`src/rtl/dmem_arbiter_if.sv`:
```
`default_nettype none
// ---------------------------------------------------------------------------
// dmem_arbiter_if : requester-side and memory-side bundle of dmem_arbiter
// Rev 1.0 -- DMEM_ARB_ERR_EN adds the per-port m0_err/m1_err pulses
// ---------------------------------------------------------------------------
interface dmem_arbiter_if #(
  parameter int ADDR_W = 32
);
  logic              m0_req;
  logic              m0_we;
  logic [ADDR_W-1:0] m0_addr;
  logic [31:0]       m0_wdata;
  logic              m0_ack;
  logic [31:0]       m0_rdata;

  logic              m1_req;
  logic              m1_we;
  logic [ADDR_W-1:0] m1_addr;
  logic [31:0]       m1_wdata;
  logic              m1_ack;
  logic [31:0]       m1_rdata;

  logic [ADDR_W-1:0] mem_addr;
  logic [31:0]       mem_data_in;
  logic              mem_wr;
  logic [31:0]       mem_data_out;

  logic              busy;
  logic              grant_id;
`ifdef DMEM_ARB_ERR_EN
  logic              m0_err;
  logic              m1_err;
`endif

  // slave: the arbiter itself; master: requesters plus the memory beside them
  modport slave (
    input  m0_req, m0_we, m0_addr, m0_wdata,
    input  m1_req, m1_we, m1_addr, m1_wdata,
    input  mem_data_out,
    output m0_ack, m0_rdata, m1_ack, m1_rdata,
    output mem_addr, mem_data_in, mem_wr,
    output busy, grant_id
`ifdef DMEM_ARB_ERR_EN
    , output m0_err, m1_err
`endif
  );

  modport master (
    output m0_req, m0_we, m0_addr, m0_wdata,
    output m1_req, m1_we, m1_addr, m1_wdata,
    output mem_data_out,
    input  m0_ack, m0_rdata, m1_ack, m1_rdata,
    input  mem_addr, mem_data_in, mem_wr,
    input  busy, grant_id
`ifdef DMEM_ARB_ERR_EN
    , input m0_err, m1_err
`endif
  );
endinterface

`default_nettype wire

```
`src/rtl/dmem_arbiter.sv`:
```
`default_nettype none
// ---------------------------------------------------------------------------
// dmem_arbiter : round-robin two-port sequencer in front of the data memory
// Rev 1.0 -- DMEM_ARB_ERR_EN flags misaligned/out-of-range word accesses
// ---------------------------------------------------------------------------
module dmem_arbiter #(
  parameter int MEM_BYTES = 1024,
  parameter int ADDR_W    = 32
) (
  input  logic          clk,
  input  logic          rst_n,
  dmem_arbiter_if.slave bus
);

  typedef enum logic [1:0] {
    ST_IDLE   = 2'd0,
    ST_ACCESS = 2'd1,
    ST_RESP   = 2'd2
  } state_t;

  state_t            state_q, state_d;
  logic              grant_q, grant_d;
  logic              we_q, we_d;
  logic [ADDR_W-1:0] addr_q, addr_d;
  logic [31:0]       wdata_q, wdata_d;
  logic              ack0_q, ack0_d;
  logic              ack1_q, ack1_d;
  logic [31:0]       rdata0_q, rdata0_d;
  logic [31:0]       rdata1_q, rdata1_d;

  logic              any_req;
  logic              pick1;
  logic              pick_we;
  logic [ADDR_W-1:0] pick_addr;
  logic [31:0]       pick_wdata;
  logic [31:0]       rd_word;
  logic              wr_block;

  // Both requesting: the port that was not served last wins.
  assign any_req    = bus.m0_req | bus.m1_req;
  assign pick1      = bus.m1_req & (~bus.m0_req | ~grant_q);
  assign pick_we    = pick1 ? bus.m1_we    : bus.m0_we;
  assign pick_addr  = pick1 ? bus.m1_addr  : bus.m0_addr;
  assign pick_wdata = pick1 ? bus.m1_wdata : bus.m0_wdata;

`ifdef DMEM_ARB_ERR_EN
  localparam logic [ADDR_W-1:0] LAST_WORD = ADDR_W'(MEM_BYTES - 4);

  logic flag_q, flag_d;
  logic err0_q, err0_d;
  logic err1_q, err1_d;
  logic pick_bad;

  assign pick_bad = (pick_addr[1:0] != 2'b00) || (pick_addr > LAST_WORD);
  assign rd_word  = flag_q ? 32'h0 : bus.mem_data_out;
  assign wr_block = flag_q;

  always_comb begin
    flag_d = flag_q;
    err0_d = 1'b0;
    err1_d = 1'b0;
    if (state_q == ST_IDLE && any_req) begin
      flag_d = pick_bad;
    end
    if (state_q == ST_ACCESS) begin
      err0_d = flag_q & ~grant_q;
      err1_d = flag_q &  grant_q;
    end
  end

  always_ff @(posedge clk) begin
    if (!rst_n) begin
      flag_q <= 1'b0;
      err0_q <= 1'b0;
      err1_q <= 1'b0;
    end else begin
      flag_q <= flag_d;
      err0_q <= err0_d;
      err1_q <= err1_d;
    end
  end

  assign bus.m0_err = err0_q;
  assign bus.m1_err = err1_q;
`else
  assign rd_word  = bus.mem_data_out;
  assign wr_block = 1'b0;
`endif

  always_comb begin
    state_d  = state_q;
    grant_d  = grant_q;
    we_d     = we_q;
    addr_d   = addr_q;
    wdata_d  = wdata_q;
    ack0_d   = 1'b0;
    ack1_d   = 1'b0;
    rdata0_d = rdata0_q;
    rdata1_d = rdata1_q;

    case (state_q)
      ST_IDLE: begin
        if (any_req) begin
          grant_d = pick1;
          we_d    = pick_we;
          addr_d  = pick_addr;
          wdata_d = pick_wdata;
          state_d = ST_ACCESS;
        end
      end

      ST_ACCESS: begin
        // Memory read data is stable by the closing edge of this cycle.
        if (!we_q) begin
          if (grant_q) begin
            rdata1_d = rd_word;
          end else begin
            rdata0_d = rd_word;
          end
        end
        ack0_d  = ~grant_q;
        ack1_d  =  grant_q;
        state_d = ST_RESP;
      end

      ST_RESP: begin
        state_d = ST_IDLE;
      end

      default: begin
        state_d = ST_IDLE;
      end
    endcase
  end

  always_ff @(posedge clk) begin
    if (!rst_n) begin
      state_q  <= ST_IDLE;
      grant_q  <= 1'b1;
      we_q     <= 1'b0;
      addr_q   <= '0;
      wdata_q  <= 32'h0;
      ack0_q   <= 1'b0;
      ack1_q   <= 1'b0;
      rdata0_q <= 32'h0;
      rdata1_q <= 32'h0;
    end else begin
      state_q  <= state_d;
      grant_q  <= grant_d;
      we_q     <= we_d;
      addr_q   <= addr_d;
      wdata_q  <= wdata_d;
      ack0_q   <= ack0_d;
      ack1_q   <= ack1_d;
      rdata0_q <= rdata0_d;
      rdata1_q <= rdata1_d;
    end
  end

  assign bus.mem_addr    = addr_q;
  assign bus.mem_data_in = wdata_q;
  assign bus.mem_wr      = (state_q == ST_ACCESS) && we_q && !wr_block;
  assign bus.busy        = (state_q != ST_IDLE);
  assign bus.grant_id    = grant_q;
  assign bus.m0_ack      = ack0_q;
  assign bus.m1_ack      = ack1_q;
  assign bus.m0_rdata    = rdata0_q;
  assign bus.m1_rdata    = rdata1_q;

endmodule

`default_nettype wire

```
`src/flat_wrapper.sv`:
```
// flat-port wrapper written by rule: the top's interface ports become plain ports
module dmem_arbiter_flat 
#(
  parameter int MEM_BYTES = 1024,
  parameter int ADDR_W    = 32
)
  (clk, rst_n, bus_m0_req, bus_m0_we, bus_m0_addr, bus_m0_wdata, bus_m1_req, bus_m1_we, bus_m1_addr, bus_m1_wdata, bus_mem_data_out, bus_m0_ack, bus_m0_rdata, bus_m1_ack, bus_m1_rdata, bus_mem_addr, bus_mem_data_in, bus_mem_wr, bus_busy, bus_grant_id);
  dmem_arbiter_if #(.ADDR_W(ADDR_W)) bus_i ();
  input  logic clk;
  input  logic rst_n;
  input wire logic [$bits(bus_i.m0_req)-1:0] bus_m0_req;
  input wire logic [$bits(bus_i.m0_we)-1:0] bus_m0_we;
  input wire logic [$bits(bus_i.m0_addr)-1:0] bus_m0_addr;
  input wire logic [$bits(bus_i.m0_wdata)-1:0] bus_m0_wdata;
  input wire logic [$bits(bus_i.m1_req)-1:0] bus_m1_req;
  input wire logic [$bits(bus_i.m1_we)-1:0] bus_m1_we;
  input wire logic [$bits(bus_i.m1_addr)-1:0] bus_m1_addr;
  input wire logic [$bits(bus_i.m1_wdata)-1:0] bus_m1_wdata;
  input wire logic [$bits(bus_i.mem_data_out)-1:0] bus_mem_data_out;
  output wire logic [$bits(bus_i.m0_ack)-1:0] bus_m0_ack;
  output wire logic [$bits(bus_i.m0_rdata)-1:0] bus_m0_rdata;
  output wire logic [$bits(bus_i.m1_ack)-1:0] bus_m1_ack;
  output wire logic [$bits(bus_i.m1_rdata)-1:0] bus_m1_rdata;
  output wire logic [$bits(bus_i.mem_addr)-1:0] bus_mem_addr;
  output wire logic [$bits(bus_i.mem_data_in)-1:0] bus_mem_data_in;
  output wire logic [$bits(bus_i.mem_wr)-1:0] bus_mem_wr;
  output wire logic [$bits(bus_i.busy)-1:0] bus_busy;
  output wire logic [$bits(bus_i.grant_id)-1:0] bus_grant_id;
  assign bus_i.m0_req = bus_m0_req;
  assign bus_i.m0_we = bus_m0_we;
  assign bus_i.m0_addr = bus_m0_addr;
  assign bus_i.m0_wdata = bus_m0_wdata;
  assign bus_i.m1_req = bus_m1_req;
  assign bus_i.m1_we = bus_m1_we;
  assign bus_i.m1_addr = bus_m1_addr;
  assign bus_i.m1_wdata = bus_m1_wdata;
  assign bus_i.mem_data_out = bus_mem_data_out;
  assign bus_m0_ack = bus_i.m0_ack;
  assign bus_m0_rdata = bus_i.m0_rdata;
  assign bus_m1_ack = bus_i.m1_ack;
  assign bus_m1_rdata = bus_i.m1_rdata;
  assign bus_mem_addr = bus_i.mem_addr;
  assign bus_mem_data_in = bus_i.mem_data_in;
  assign bus_mem_wr = bus_i.mem_wr;
  assign bus_busy = bus_i.busy;
  assign bus_grant_id = bus_i.grant_id;
  dmem_arbiter #(.MEM_BYTES(MEM_BYTES), .ADDR_W(ADDR_W)) u_core (.clk(clk), .rst_n(rst_n), .bus(bus_i));
endmodule
```
`config.mk`:
```
export PLATFORM = sky130hd
export DESIGN_NAME = dmem_arbiter_flat
export DESIGN_NICKNAME = d
export VERILOG_FILES = /design/src/rtl/dmem_arbiter_if.sv /design/src/rtl/dmem_arbiter.sv /design/src/flat_wrapper.sv
export SDC_FILE = /design/constraint.sdc
export NUM_CORES = 1
export LEC_CHECK = 0
export CORE_MARGIN = 3
export CORE_UTILIZATION = 43
export CTS_CLUSTER_SIZE = 30
export DETAILED_ROUTE_END_ITERATION = 8
export GPL_ROUTABILITY_DRIVEN = 0
export PLACE_DENSITY = 0.92
export RECOVER_POWER = 50
export SLEW_MARGIN = 20
export SYNTH_ARGS = -nofsm -noshare
export SYNTH_HDL_FRONTEND = slang
export SYNTH_SLANG_ARGS = --single-unit
```
`constraint.sdc`:
```
create_clock -name clk -period 4.36 [get_ports clk]
set_clock_uncertainty 0.05 [all_clocks]
set_input_delay 0.872 -clock clk [delete_from_list [all_inputs] [get_ports clk]]
set_output_delay 0.872 -clock clk [all_outputs]
set_load 0.02 [all_outputs]
```
==> summary.txt, run 1 <==
Run status
  – Result of the run: complete, no violations

Hold path
  – Hold Path Origin: u_core.bus.m1_rdata[18]
  – Type of the most critical hold path: flop to flop

Worst setup path
  – Critical path cell sequence: clkdlybuf4s50_1 > or2_2 > clkbuf_2 > a21oi_1 > a311oi_2
  – Cell class contributing the biggest share of worst-path delay: buffers and inverters
  – Largest fanout on the critical path: 66
  – Timing startpoint of the critical path: bus_m0_req
  – Endpoint required time on the critical path: 4.62 ns
  – Crit path launch type: input pin
  – Highest cell delay on the worst timing path: just over 1 ns
  – Number of buffer and inverter instances along the worst setup path: 2
  – Kind of end point of the critical path: flop
  – Critical-path top delay cell: sky130_fd_sc_hd__clkbuf_2
  – Worst setup path class: input pin to flop
  – Launching point of the worst reg2reg path: u_core.bus.grant_id
  – Data arrival, critical path: ~3.2 ns

Power
  – Peak VDD IR: 269 uV
  – Net switching share of the total power: 0.274
  – Clock Power Share: 0.416
  – Internal: 2770 uW
  – Overall power: approximately 3800 uW
  – Logic gate share of total power: 0.222
  – P_sw: around 1000 uW
  – Sequential fraction of design power: 0.362
  – LEAKAGE: around 0.0036 uW
  – Power Density: 409 nW/um2

Synth
  – Post-synth cell types: 24
  – Share of cell area taken by muxes after synthesis: 0
  – Combinational family with the most area after synthesis: compound AO/OA/AOI/OAI gates
  – Total nets after synthesis: roughly 840
  – Xor and xnor fraction of the mapped netlist area: 0
  – Synth Warn #: 0
  – Yosys reg bits: between 100 and 150
  – Sequential share of the synthesized area: 0.454
  – Top cell type's share of synthesized area: 0.454
  – Share of synthesized cell area in full adder, half adder and majority cells: 0
  – Area fraction in and, or, nand and nor cells after synthesis: 0.192
  – Cell type with the highest aggregate area in the netlist: sky130_fd_sc_hd__dfxtp_1
  – Synthesized area per cell: approximately 8.7 um2
  – Leading post-synthesis cells by cell area: sky130_fd_sc_hd__dfxtp_1 45%, sky130_fd_sc_hd__a311oi_2 13%, sky130_fd_sc_hd__nand2_1 12%, sky130_fd_sc_hd__a21oi_1 5.6%, sky130_fd_sc_hd__nand3_1 5.4%
  – Synthesized cell area: ~6000 um2
  – Cell count after synthesis: slightly below 700
  – Share of the synthesized area in compound gates (AO/OA/AOI/OAI): 0.284

STA
  – RSZ-0062 raised after global routing: false
  – Final worst path period share: 0.668
  – Final-report setup violation count: 0
  – Endpoints failing hold: 0
  – Measured slew at the worst slew-check pin: 1.43 ns
  – Worst slew margin relative to its limit: 0.0491
  – Setup tns final: 0 ns
  – Max Freq: approximately 340 MHz
  – Min Clock Period, post-route: between 2 and 3 ns
  – Max-slew violation count: 0

CTS
  – CTS H-tree lvls: 4
  – Total number of clock tree sinks: about 130
  – Post-CTS Setup Bufs: 0
  – Clock transition at the registers of the reported paths: approximately 0.06 ns
  – Worst-Skew Late Latency: between 0.4 and 0.5 ns
  – Buffer levels on the longest clock path: 2
  – Clock buffers created by TritonCTS: 17
  – Gates resized, CTS repair: 0
  – Number of buffers inserted for hold repair after clock tree synthesis: 0
  – Cell chosen for the clock root: sky130_fd_sc_hd__clkbuf_16
  – TritonCTS clock tree: built

GRT
  – Global Route Usage Sum: 0.240
  – Via count of the first global-routing pass: ~5,700
  – Total overflow reported by the global router: 0
  – Pin count of the biggest net entering global routing: 82
  – First-pass GRT wire length: roughly 28 mm
  – Initial antenna violation count: 0

Route
  – Final antenna-violating net count: 0
  – Via count normalized by instance count: 5.35
  – Router iterations before antenna repair: 5
  – Initial DRC count: between 500 and 600
  – DRC violation count after routing: 0
  – Post-Route WL: slightly below 20 mm
  – Average detailed-routed wire length per instance: approximately 17 um
  – Routed via count: 5,978

Final layout
  – Final net count: ~1,100
  – Synth-to-Final Area Change: 57.9%
  – Antenna diode instance count: 0
  – Design Area, Final: 9330 um2
  – Proportion of layout cells with a drive suffix above 1: 0.104

Floorplan
  – Die area: ~15,000 um2
  – Die X: 123 um
  – Area of the core region: 13,300 um2
  – Initial Utilization: 0.442
  – Top-level I/O count: 299
  – Die height: around 120 um
  – Floorplan row count: 42

Placed design
  – Port Buffers: 298
  – Placed Instance Area: about 8800 um2
  – HPWL after detailed placement: around 13 mm

Job
  – Number of maximum-capacitance violations: 0
-- cells in the final DEF (no fill, tap or decap), types with 2 or more instances in the layout --
cell,instances
sky130_fd_sc_hd__a21oi_1,66
sky130_fd_sc_hd__a311oi_1,15
sky130_fd_sc_hd__a311oi_2,50
sky130_fd_sc_hd__and3_1,3
sky130_fd_sc_hd__buf_4,6
sky130_fd_sc_hd__bufinv_16,5
sky130_fd_sc_hd__clkbuf_16,17
sky130_fd_sc_hd__clkbuf_2,2
sky130_fd_sc_hd__clkbuf_8,2
sky130_fd_sc_hd__clkdlybuf4s50_1,233
sky130_fd_sc_hd__clkinv_2,3
sky130_fd_sc_hd__clkinvlp_4,3
sky130_fd_sc_hd__dfxtp_1,134
sky130_fd_sc_hd__dlygate4sd3_1,64
sky130_fd_sc_hd__nand2_1,194
sky130_fd_sc_hd__nand3_1,64
sky130_fd_sc_hd__nor2b_1,2
sky130_fd_sc_hd__o21ai_0,64
-- layout make-up --
| cell class | count | area, um2 |
|---|---|---|
| fillers | 1002 | 4020 |
| repair buffers | 306 | 3050 |
| multi-input cells | 468 | 2710 |
| clock buffers | 19 | 453 |
| inverters | 2 | 8.76 |
| flip-flops and latches | 134 | 2680 |
| well taps | 176 | 220 |
| clock inverters | 12 | 200 |
-- per-layer routing --
layer / share of wire / wire length, um / vias to the layer above / GRT usage
li1: - / - / 2884 / -
met1: 0.37 / 7110 / 2778 / 0.262
met2: 0.50 / 9630 / 271 / 0.415
met3: 0.10 / 1990 / 45 / 0.0869
met4: 0.032 / 621 / 0 / 0.109
met5: 0 / 0 / - / 0
-- power groups by stage --
| stage | Combinational [uW] | Clock [uW] | Sequential [uW] |
|---|---|---|---|
| 3_3_place_gp | 853 | 0 | 1400 |
| 2_1_floorplan | 346 | 0 | 1520 |
| 3_5_place_dp | 866 | 0 | 1410 |
| 4_1_cts | 873 | 1600 | 1380 |
| 6_report | 844 | 1590 | 1380 |
| 5_1_grt | 902 | 1640 | 1390 |
-- state kept, by name (all words and copies together) (netlist names) --
register / count
u_core.bus.m0_rdata: 32
u_core.bus.mem_addr: 32
u_core.state_q: 2
u_core.bus.m0_ack: 1
u_core.bus.m1_rdata: 32
u_core.we_q: 1
u_core.bus.grant_id: 1
u_core.bus.mem_data_in: 32
u_core.bus.m1_ack: 1
-- cells in the mapped netlist --
master	instances
sky130_fd_sc_hd__or4b_1	1
sky130_fd_sc_hd__inv_1	2
sky130_fd_sc_hd__nor2b_1	2
sky130_fd_sc_hd__nor2_2	1
sky130_fd_sc_hd__nand2_1	194
sky130_fd_sc_hd__buf_4	2
sky130_fd_sc_hd__o21ai_2	32
sky130_fd_sc_hd__nand3_1	64
sky130_fd_sc_hd__nor4bb_1	1
sky130_fd_sc_hd__a311oi_2	50
sky130_fd_sc_hd__buf_6	13
sky130_fd_sc_hd__a21oi_1	66
sky130_fd_sc_hd__a21bo_2	1
sky130_fd_sc_hd__dfxtp_1	134
sky130_fd_sc_hd__or2_0	1
sky130_fd_sc_hd__and2_1	2
sky130_fd_sc_hd__buf_1	3
sky130_fd_sc_hd__a311oi_1	15
sky130_fd_sc_hd__o21ai_0	33
sky130_fd_sc_hd__and2_4	1
sky130_fd_sc_hd__buf_2	22
sky130_fd_sc_hd__clkbuf_1	32
sky130_fd_sc_hd__a21boi_2	1
sky130_fd_sc_hd__and3_1	3
-- per-stage QoR --
step                std cells  utilization  hold WS, ns  worst slack, ns
finish                   1117        0.699        0.404             1.45
global route             1117        0.699        0.414             1.34
global placement         1086        0.660        0.393             1.42
detailed placement       1086        0.660        0.399             1.41
floorplan                 676            -        0.457             2.42
CTS                      1117        0.709        0.408             1.59
-- path summary, 6_finish.rpt --
kind / to / slack, ns / cells past startpoint
setup / recovery: u_core.bus.mem_data_in[11] / 1.45 / 5
setup reg to reg: u_core.bus.mem_addr[6] / 2.27 / 4
hold reg to reg: u_core.bus.m1_rdata[18] / 0.40 / 2
hold / removal: u_core.bus.m1_rdata[18] / 0.40 / 2
-- worst reg2reg max path, cell delays in order (launching register included) --
cell and delay, ns:
sky130_fd_sc_hd__dfxtp_1 0.59, sky130_fd_sc_hd__a21bo_2 0.53, sky130_fd_sc_hd__buf_4 0.40, sky130_fd_sc_hd__nand2_1 0.11, sky130_fd_sc_hd__a311oi_1 0.29
-- logic make-up after synthesis --
family / after synthesis
AO/OA/AOI/OAI: 198
buffers and inverters: 74
flip-flops: 134
AND/OR/NAND/NOR: 270
(Power assumes the default switching activity.)
==> run 2: changes to the inputs <==
--- a/config.mk
+++ b/config.mk
@@ -6,11 +6,11 @@
 export NUM_CORES = 1
 export LEC_CHECK = 0
 export CORE_MARGIN = 3
-export CORE_UTILIZATION = 43
+export CORE_UTILIZATION = 36
 export CTS_CLUSTER_SIZE = 30
 export DETAILED_ROUTE_END_ITERATION = 8
 export GPL_ROUTABILITY_DRIVEN = 0
-export PLACE_DENSITY = 0.92
+export PLACE_DENSITY = 0.83
 export RECOVER_POWER = 50
 export SLEW_MARGIN = 20
 export SYNTH_ARGS = -nofsm -noshare
==> constraint.sdc (replaced) <==
create_clock -name clk -period 2.4 [get_ports clk]
set_clock_uncertainty 0.05 [all_clocks]
set_input_delay 0.48 -clock clk [delete_from_list [all_inputs] [get_ports clk]]
set_output_delay 0.48 -clock clk [all_outputs]
set_load 0.02 [all_outputs]
==> run 2 against run 1 <==
Compared with the run above:
- wire length fell by 0.76%
- hold slack worse by 0.0023 ns
- via count fell by 0.27%
- global-route usage shrank 3.6 points
- critical path depth fell by 4
- final cell count rose by 4.1%
- clock power grew 69%
- combinational power rose by 81%
- sequential power increased by 82%
- clock-buffer cell count shrank 1
- die area rose by 18%
- critical endpoint is now bus_grant_id
- largest power group unchanged
==> summary.txt, run 2 (synthesized netlist as in run 1, its figures left out) <==
Job
  – Number of maximum-capacitance violations: 0 (unchanged)

GRT
  – Via count of the first global-routing pass: 5,769 (+1.1%)
  – Total overflow reported by the global router: 0 (unchanged)
  – Initial antenna violation count: 2 (+2)
  – Pin count of the biggest net entering global routing: 133 (+62%)
  – First-pass GRT wire length: 29.4 mm (+3.2%)
  – Global Route Usage Sum: 0.204 (-0.0364)

Route
  – Initial DRC count: 257 (-50%)
  – DRC violation count after routing: 0 (unchanged)
  – Routed via count: 5,962 (-0.27%)
  – Post-Route WL: 19.2 mm (-0.76%)
  – Final antenna-violating net count: 0 (unchanged)
  – Via count normalized by instance count: 5.13 (-4.2%)
  – Average detailed-routed wire length per instance: 16.5 um (-4.7%)
  – Router iterations before antenna repair: 5 (unchanged)

Power
  – Net switching share of the total power: 0.287 (+0.0132)
  – Logic gate share of total power: 0.228 (+0.006)
  – Power Density: 714 nW/um2 (+75%)
  – LEAKAGE: 0.00362 uW (+1.8%)
  – Internal: 4790 uW (+73%)
  – P_sw: 1930 uW (+85%)
  – Clock Power Share: 0.399 (-0.017)
  – Sequential fraction of design power: 0.374 (+0.012)
  – Peak VDD IR: 457 uV (+70%)

Final layout
  – Leading cell type in the layout, fill and taps excluded: sky130_fd_sc_hd__clkdlybuf4s50_1
  – Final-layout fill cell count: 1,349 (+35%)
  – Antenna diode instance count: 0 (unchanged)
  – Final net count: 1,100 (+0.46%)
  – Proportion of layout cells with a drive suffix above 1: 0.117 (+0.0131)
  – Synth-to-Final Area Change: 59.6%
  – Highest-count cells in the layout ignoring fill and taps: 235 x sky130_fd_sc_hd__clkdlybuf4s50_1, 194 x sky130_fd_sc_hd__nand2_1, 134 x sky130_fd_sc_hd__dfxtp_1

CTS
  – CTS H-tree lvls: 4 (unchanged)
  – Total number of clock tree sinks: 134 (unchanged)
  – Clock transition at the registers of the reported paths: 0.06 ns (about the same)
  – Cell chosen for the clock root: sky130_fd_sc_hd__clkbuf_16
  – Worst-Skew Late Latency: 0.41 ns (about the same)
  – Clock buffers created by TritonCTS: 17 (unchanged)
  – TritonCTS clock tree: built
  – Buffer levels on the longest clock path: 2 (unchanged)
  – Post-CTS Setup Bufs: 0 (unchanged)

Placed design
  – Port Buffers: 298 (unchanged)
  – HPWL after detailed placement: 13.7 mm (+4.0%)
  – Pre-CTS setup slack: 0.179 ns (-1.23 ns)

Run status
  – Result of the run: complete, no violations

Worst setup path
  – Highest cell delay on the worst timing path: 0.74 ns (-0.29 ns)
  – Crit path launch type: flop
  – Endpoint required time on the critical path: 1.87 ns (-2.75 ns)
  – Largest fanout on the critical path: 9 (-86%)
  – Critical path cell sequence: clkdlybuf4s50_1
  – Cell class contributing the biggest share of worst-path delay: buffers and inverters
  – Data arrival, critical path: 1.70 ns (-1.47 ns)
  – Worst setup path class: flop to output port
  – Kind of end point of the critical path: output port
  – Number of buffer and inverter instances along the worst setup path: 1 (-1)
  – Critical-path top delay cell: sky130_fd_sc_hd__clkdlybuf4s50_1

STA
  – Final worst path period share: 0.927
  – Min Clock Period, post-route: ~2.2 ns
  – Fin worst setup slack: 0.174 ns (-1.27 ns)
  – RSZ-0062 raised after global routing: false
  – Max-slew violation count: 0 (unchanged)
  – Max Freq: 449 MHz
  – Final-report setup violation count: 0 (unchanged)
  – Measured slew at the worst slew-check pin: 1.29 ns (-0.140 ns)
  – Endpoints failing hold: 0 (unchanged)
  – Setup tns final: 0 ns (unchanged)
  – Worst slew margin relative to its limit: 0.143 (+0.0935)

Floorplan
  – Floorplan row count: 46 (+9.5%)
  – Die X: 134 um (+8.8%)
  – Die height: 134 um (+8.8%)
  – Top-level I/O count: 299 (unchanged)
  – Initial Utilization: 0.370 (-0.0720)
  – Area of the core region: 15,900 um2 (+19%)
  – Die area: 18,000 um2 (+18%)

Hold path
  – Type of the most critical hold path: flop to flop
==> run 2: cell count changes in the layout (fill, tap and decap cells not counted), moves of 2 or more <==
cell                              change
sky130_fd_sc_hd__a311oi_1            +20
sky130_fd_sc_hd__a311oi_2            -20
sky130_fd_sc_hd__buf_12               +5
sky130_fd_sc_hd__buf_4                -2
sky130_fd_sc_hd__bufinv_16            -2
sky130_fd_sc_hd__clkbuf_1             +2
sky130_fd_sc_hd__clkbuf_4             +2
sky130_fd_sc_hd__clkbuf_8             -2
sky130_fd_sc_hd__clkdlybuf4s50_1      +2
sky130_fd_sc_hd__clkinv_4             +3
sky130_fd_sc_hd__dlygate4sd3_1        -3
sky130_fd_sc_hd__o21ai_0             -28
sky130_fd_sc_hd__o21ai_2             +28
==> run 2: what timing repair did <==
action / 4_1_cts / 5_1_grt
gates resized for setup: 0 / 1
hold buffers: 0 / 0
endpoints found under the setup margin: 0 / 1
==> run 2: through the flow <==
stage | util | cells | total power, uW | cell area [um2] | hold slack (ns)
2_1_floorplan | - | 676 | 3390 | 5910 | 0.457
3_3_place_gp | 0.563 | 1131 | 4160 | 8980 | 0.393
3_5_place_dp | 0.563 | 1131 | 4180 | 8980 | 0.400
4_1_cts | 0.602 | 1163 | 6870 | 9590 | 0.408
5_1_grt | 0.591 | 1163 | 7000 | 9430 | 0.430
6_report | 0.591 | 1163 | 6730 | 9430 | 0.402
==> run 2: power groups by stage <==
stage | clock [uW] | sequential [uW] | combinational [uW]
6_report | 2680 | 2510 | 1530
5_1_grt | 2830 | 2530 | 1640
4_1_cts | 2730 | 2520 | 1620
3_5_place_dp | 0 | 2560 | 1620
3_3_place_gp | 0 | 2560 | 1600
2_1_floorplan | 0 | 2760 | 629
==> run 2: area by class of cell <==
class,count,area [um2],area share
Multi-Input combinational cell,468,2710,0.287
Clock inverter,14,178,0.0189
Clock buffer,18,429,0.0455
Tap cell,216,270,0.0287
Inverter,2,8.76,0.000929
Sequential cell,134,2680,0.285
Timing Repair Buffer,311,3150,0.334
==> run 2: layer usage <==
layer	part of all wire	routed length [um]	vias up	track usage
met2	0.48	9160	288	0.345
met4	0.024	463	4	0.0786
met3	0.11	2100	37	0.0818
met1	0.39	7460	2710	0.230
li1	-	-	2923	-
met5	0.0014	27	-	0
==> run 2: final timing paths <==
kind / from / endpoint / slack, ns / depth (start not counted)
min reg2reg: u_core.bus.m1_rdata[14] / u_core.bus.m1_rdata[14] / 0.40 / 2
max reg2reg: u_core.state_q[1] / u_core.bus.mem_addr[31] / 0.25 / 5
min: u_core.bus.m1_rdata[14] / u_core.bus.m1_rdata[14] / 0.40 / 2
max: u_core.bus.grant_id / bus_grant_id / 0.17 / 1
==> run 3: changes to the inputs <==
--- a/config.mk
+++ b/config.mk
@@ -6,11 +6,11 @@
 export NUM_CORES = 1
 export LEC_CHECK = 0
 export CORE_MARGIN = 3
-export CORE_UTILIZATION = 36
-export CTS_CLUSTER_SIZE = 30
+export CORE_UTILIZATION = 43
+export CTS_CLUSTER_SIZE = 20
 export DETAILED_ROUTE_END_ITERATION = 8
 export GPL_ROUTABILITY_DRIVEN = 0
-export PLACE_DENSITY = 0.83
+export PLACE_DENSITY = 0.92
 export RECOVER_POWER = 50
 export SLEW_MARGIN = 20
 export SYNTH_ARGS = -nofsm -noshare
==> constraint.sdc (replaced) <==
create_clock -name clk -period 2.9 [get_ports clk]
set_clock_uncertainty 0.05 [all_clocks]
set_input_delay 0.58 -clock clk [delete_from_list [all_inputs] [get_ports clk]]
set_output_delay 0.58 -clock clk [all_outputs]
set_load 0.02 [all_outputs]
==> run 3 against run 2 <==
Compared with the run above:
- the run now ends with max-capacitance violations, max-slew violations left
- clock-buffer cell count is 4 higher
- final cell count is 4.0% lower
- flip-flop and latch count stayed put
- core utilization is 11 points higher
- via count is 0.18% higher
- hold slack better by 0.0014 ns
- setup slack better by 0.25 ns
- sequential share of layout area is 0.36 points higher
- clock power is 17% lower
- die area is 16% lower
- cell area is 1.2% lower
- global-route usage is 3.4 points higher
- critical endpoint is now u_core.bus.m1_rdata[8]
- largest cell class unchanged
- largest power group unchanged
==> summary.txt, run 3 (synthesized netlist as in run 1, its figures left out) <==
Run status
  – Result of the run: complete, but fails checks
  – Violated checks: max-capacitance violations, max-slew violations

Route
  – Via count normalized by instance count: 5.35 (+4.3%)
  – Average detailed-routed wire length per instance: 17.1 um (+3.6%)
  – Initial DRC count: 403 (+57%)
  – Router iterations before antenna repair: 5 (unchanged)
  – Final antenna-violating net count: 0 (unchanged)
  – Post-Route WL: 19.1 mm (-0.53%)
  – DRC violation count after routing: 0 (unchanged)
  – Routed via count: 5,973 (+0.18%)

STA
  – Setup tns final: 0 ns (unchanged)
  – Max-slew violation count: 133 (+133)
  – Final-report setup violation count: 0 (unchanged)
  – Worst slew margin relative to its limit: -0.413 (-0.555)
  – Final worst hold slack: 0.403 ns (+0.00145 ns)
  – Final worst path period share: 0.855
  – RSZ-0062 raised after global routing: false
  – Measured slew at the worst slew-check pin: 2.12 ns (+0.833 ns)
  – Max Freq: 403 MHz
  – Fin worst setup slack: 0.421 ns (+0.246 ns)
  – Endpoints failing hold: 0 (unchanged)
  – Min Clock Period, post-route: between 2 and 2.5 ns

CTS
  – TritonCTS clock tree: built
  – Clock buffers created by TritonCTS: 17 (unchanged)
  – Gates resized, CTS repair: 0 (unchanged)
  – CTS H-tree lvls: 4 (unchanged)
  – Number of buffers inserted for hold repair after clock tree synthesis: 0 (unchanged)
  – Post-CTS Setup Bufs: 0 (unchanged)
  – Cell chosen for the clock root: sky130_fd_sc_hd__clkbuf_16
  – Clock transition at the registers of the reported paths: 0.06 ns (about the same)
  – Worst-Skew Late Latency: 0.41 ns (about the same)
  – Buffer levels on the longest clock path: 2 (unchanged)
  – Total number of clock tree sinks: 134 (unchanged)

Worst setup path
  – Endpoint required time on the critical path: 3.18 ns (+1.31 ns)
  – Number of cells on the worst reg-to-reg path: 3 (-2)
  – Crit path launch type: input pin
  – Highest cell delay on the worst timing path: 1.53 ns (+0.79 ns)
  – Worst setup path class: input pin to flop
  – Timing startpoint of the critical path: rst_n
  – Number of buffer and inverter instances along the worst setup path: 2 (+1)
  – Kind of end point of the critical path: flop
  – Depth of the critical timing path with buffers and inverters included: 4 (+3)
  – Largest fanout on the critical path: 132 (+123)
  – Critical path cell sequence: buf_4 > buf_2 > nand3_1 > o21ai_0
  – Launching point of the worst reg2reg path: u_core.state_q[1]
  – Critical-path top delay cell: sky130_fd_sc_hd__buf_2
  – Data arrival, critical path: 2.76 ns (+1.06 ns)
  – Cell class contributing the biggest share of worst-path delay: buffers and inverters

Floorplan
  – Die height: 123 um (-8.1%)
  – Die X: 123 um (-8.1%)
  – Die area: 15,200 um2 (-16%)
  – Top-level I/O count: 299 (unchanged)
  – Floorplan row count: 42 (-8.7%)
  – Initial Utilization: 0.442 (+0.0720)
  – Area of the core region: 13,300 um2 (-16%)

Placed design
  – Total instance count after detailed placement: 1,085 (-4.1%)
  – Placed Instance Area: 8830 um2 (-1.8%)
  – HPWL after detailed placement: 13.1 mm (-4.3%)
  – Pre-CTS setup slack: 0.297 ns (+0.118 ns)
  – Port Buffers: 298 (unchanged)

Final layout
  – Final-layout fill cell count: 977 (-28%)
  – Area of combinational cells with multiple inputs: 2720 um2 (+0.60%)
  – Final net count: 1,094 (-0.55%)
  – Highest-count cells in the layout ignoring fill and taps: 233 x sky130_fd_sc_hd__clkdlybuf4s50_1, 194 x sky130_fd_sc_hd__nand2_1, 134 x sky130_fd_sc_hd__dfxtp_1
  – Antenna diode instance count: 0 (unchanged)
  – Synth-to-Final Area Change: 57.6%
  – Final non-filler cell total: 1,117 (-4.0%)
  – Leading cell type in the layout, fill and taps excluded: sky130_fd_sc_hd__clkdlybuf4s50_1
  – Design Area, Final: 9310 um2 (-1.2%)
  – Proportion of layout cells with a drive suffix above 1: 0.102 (-0.0152)
  – Sequential Area: 2680 um2 (unchanged)

GRT
  – Global Route Usage Sum: 0.237 (+0.0338)
  – First-pass GRT wire length: 28.3 mm (-3.7%)
  – Pin count of the biggest net entering global routing: 133 (unchanged)
  – Via count of the first global-routing pass: 5,699 (-1.2%)
  – Total overflow reported by the global router: 0 (unchanged)
  – Initial antenna violation count: 0 (-2)

Hold path
  – Worst Hold Depth: 2 (unchanged)
  – Hold Path Origin: u_core.bus.m1_rdata[17]
  – Type of the most critical hold path: flop to flop

Power
  – Peak VDD IR: 360 uV (-21%)
  – LEAKAGE: 0.00354 uW (-2.3%)
  – Power Density: 600 nW/um2 (-16%)

Job
  – Number of maximum-capacitance violations: 1 (+1)
run 3: cell types whose count changed in the layout (fill, tap and decap cells not counted), moves of 2 or more:
| cell | before | now |
|---|---|---|
| sky130_fd_sc_hd__buf_12 | 6 | 2 |
| sky130_fd_sc_hd__o21ai_0 | 36 | 65 |
| sky130_fd_sc_hd__clkbuf_4 | 2 | 0 |
| sky130_fd_sc_hd__clkdlybuf4s50_1 | 235 | 233 |
| sky130_fd_sc_hd__dlygate4sd3_1 | 61 | 64 |
| sky130_fd_sc_hd__o21ai_2 | 29 | 0 |
| sky130_fd_sc_hd__clkinv_4 | 4 | 1 |
| sky130_fd_sc_hd__a311oi_2 | 30 | 50 |
| sky130_fd_sc_hd__clkbuf_8 | 0 | 3 |
| sky130_fd_sc_hd__a311oi_1 | 35 | 15 |
run 3: path summary, 6_finish.rpt:
| check | endpoint | slack, ns |
|---|---|---|
| worst max-delay path | u_core.bus.m1_rdata[8] | 0.42 |
| worst min-delay path | u_core.bus.m1_rdata[17] | 0.40 |
| worst max register to register | u_core.bus.mem_data_in[12] | 0.92 |
| worst min register to register | u_core.bus.m1_rdata[17] | 0.40 |
run 3: metal layers:
metal,routed length [um],GRT usage
met2,9480,0.409
met4,500,0.0962
met5,0,0
met3,1910,0.0897
met1,7220,0.263
run 3: report_power, final:
group / internal, uW / leakage (uW) / switching [uW]
registers: 1990 / 0.00110 / 84.2
logic: 604 / 0.00214 / 669
clock network: 1430 / 0.000293 / 806
run 3: final cells by class:
type                    instances  share of cell area
clock inverters                10              0.0155
clock buffers                  22              0.0509
well taps                     176              0.0237
multi-input cells             468               0.293
repair buffers                305               0.328
flip-flops and latches        134               0.288
inverters                       2            0.000941
run 3: tightest hold or removal path: stages (launching register included):
cell and delay, ns:
sky130_fd_sc_hd__dfxtp_1 0.30, sky130_fd_sc_hd__nand2_1 0.04, sky130_fd_sc_hd__o21ai_0 0.06
run 3: metrics by stage:
stage,util,total power [uW]
floorplan,-,2800
global placement,0.661,3400
detailed placement,0.661,3420
CTS,0.708,5660
global route,0.697,5790
finish,0.697,5580
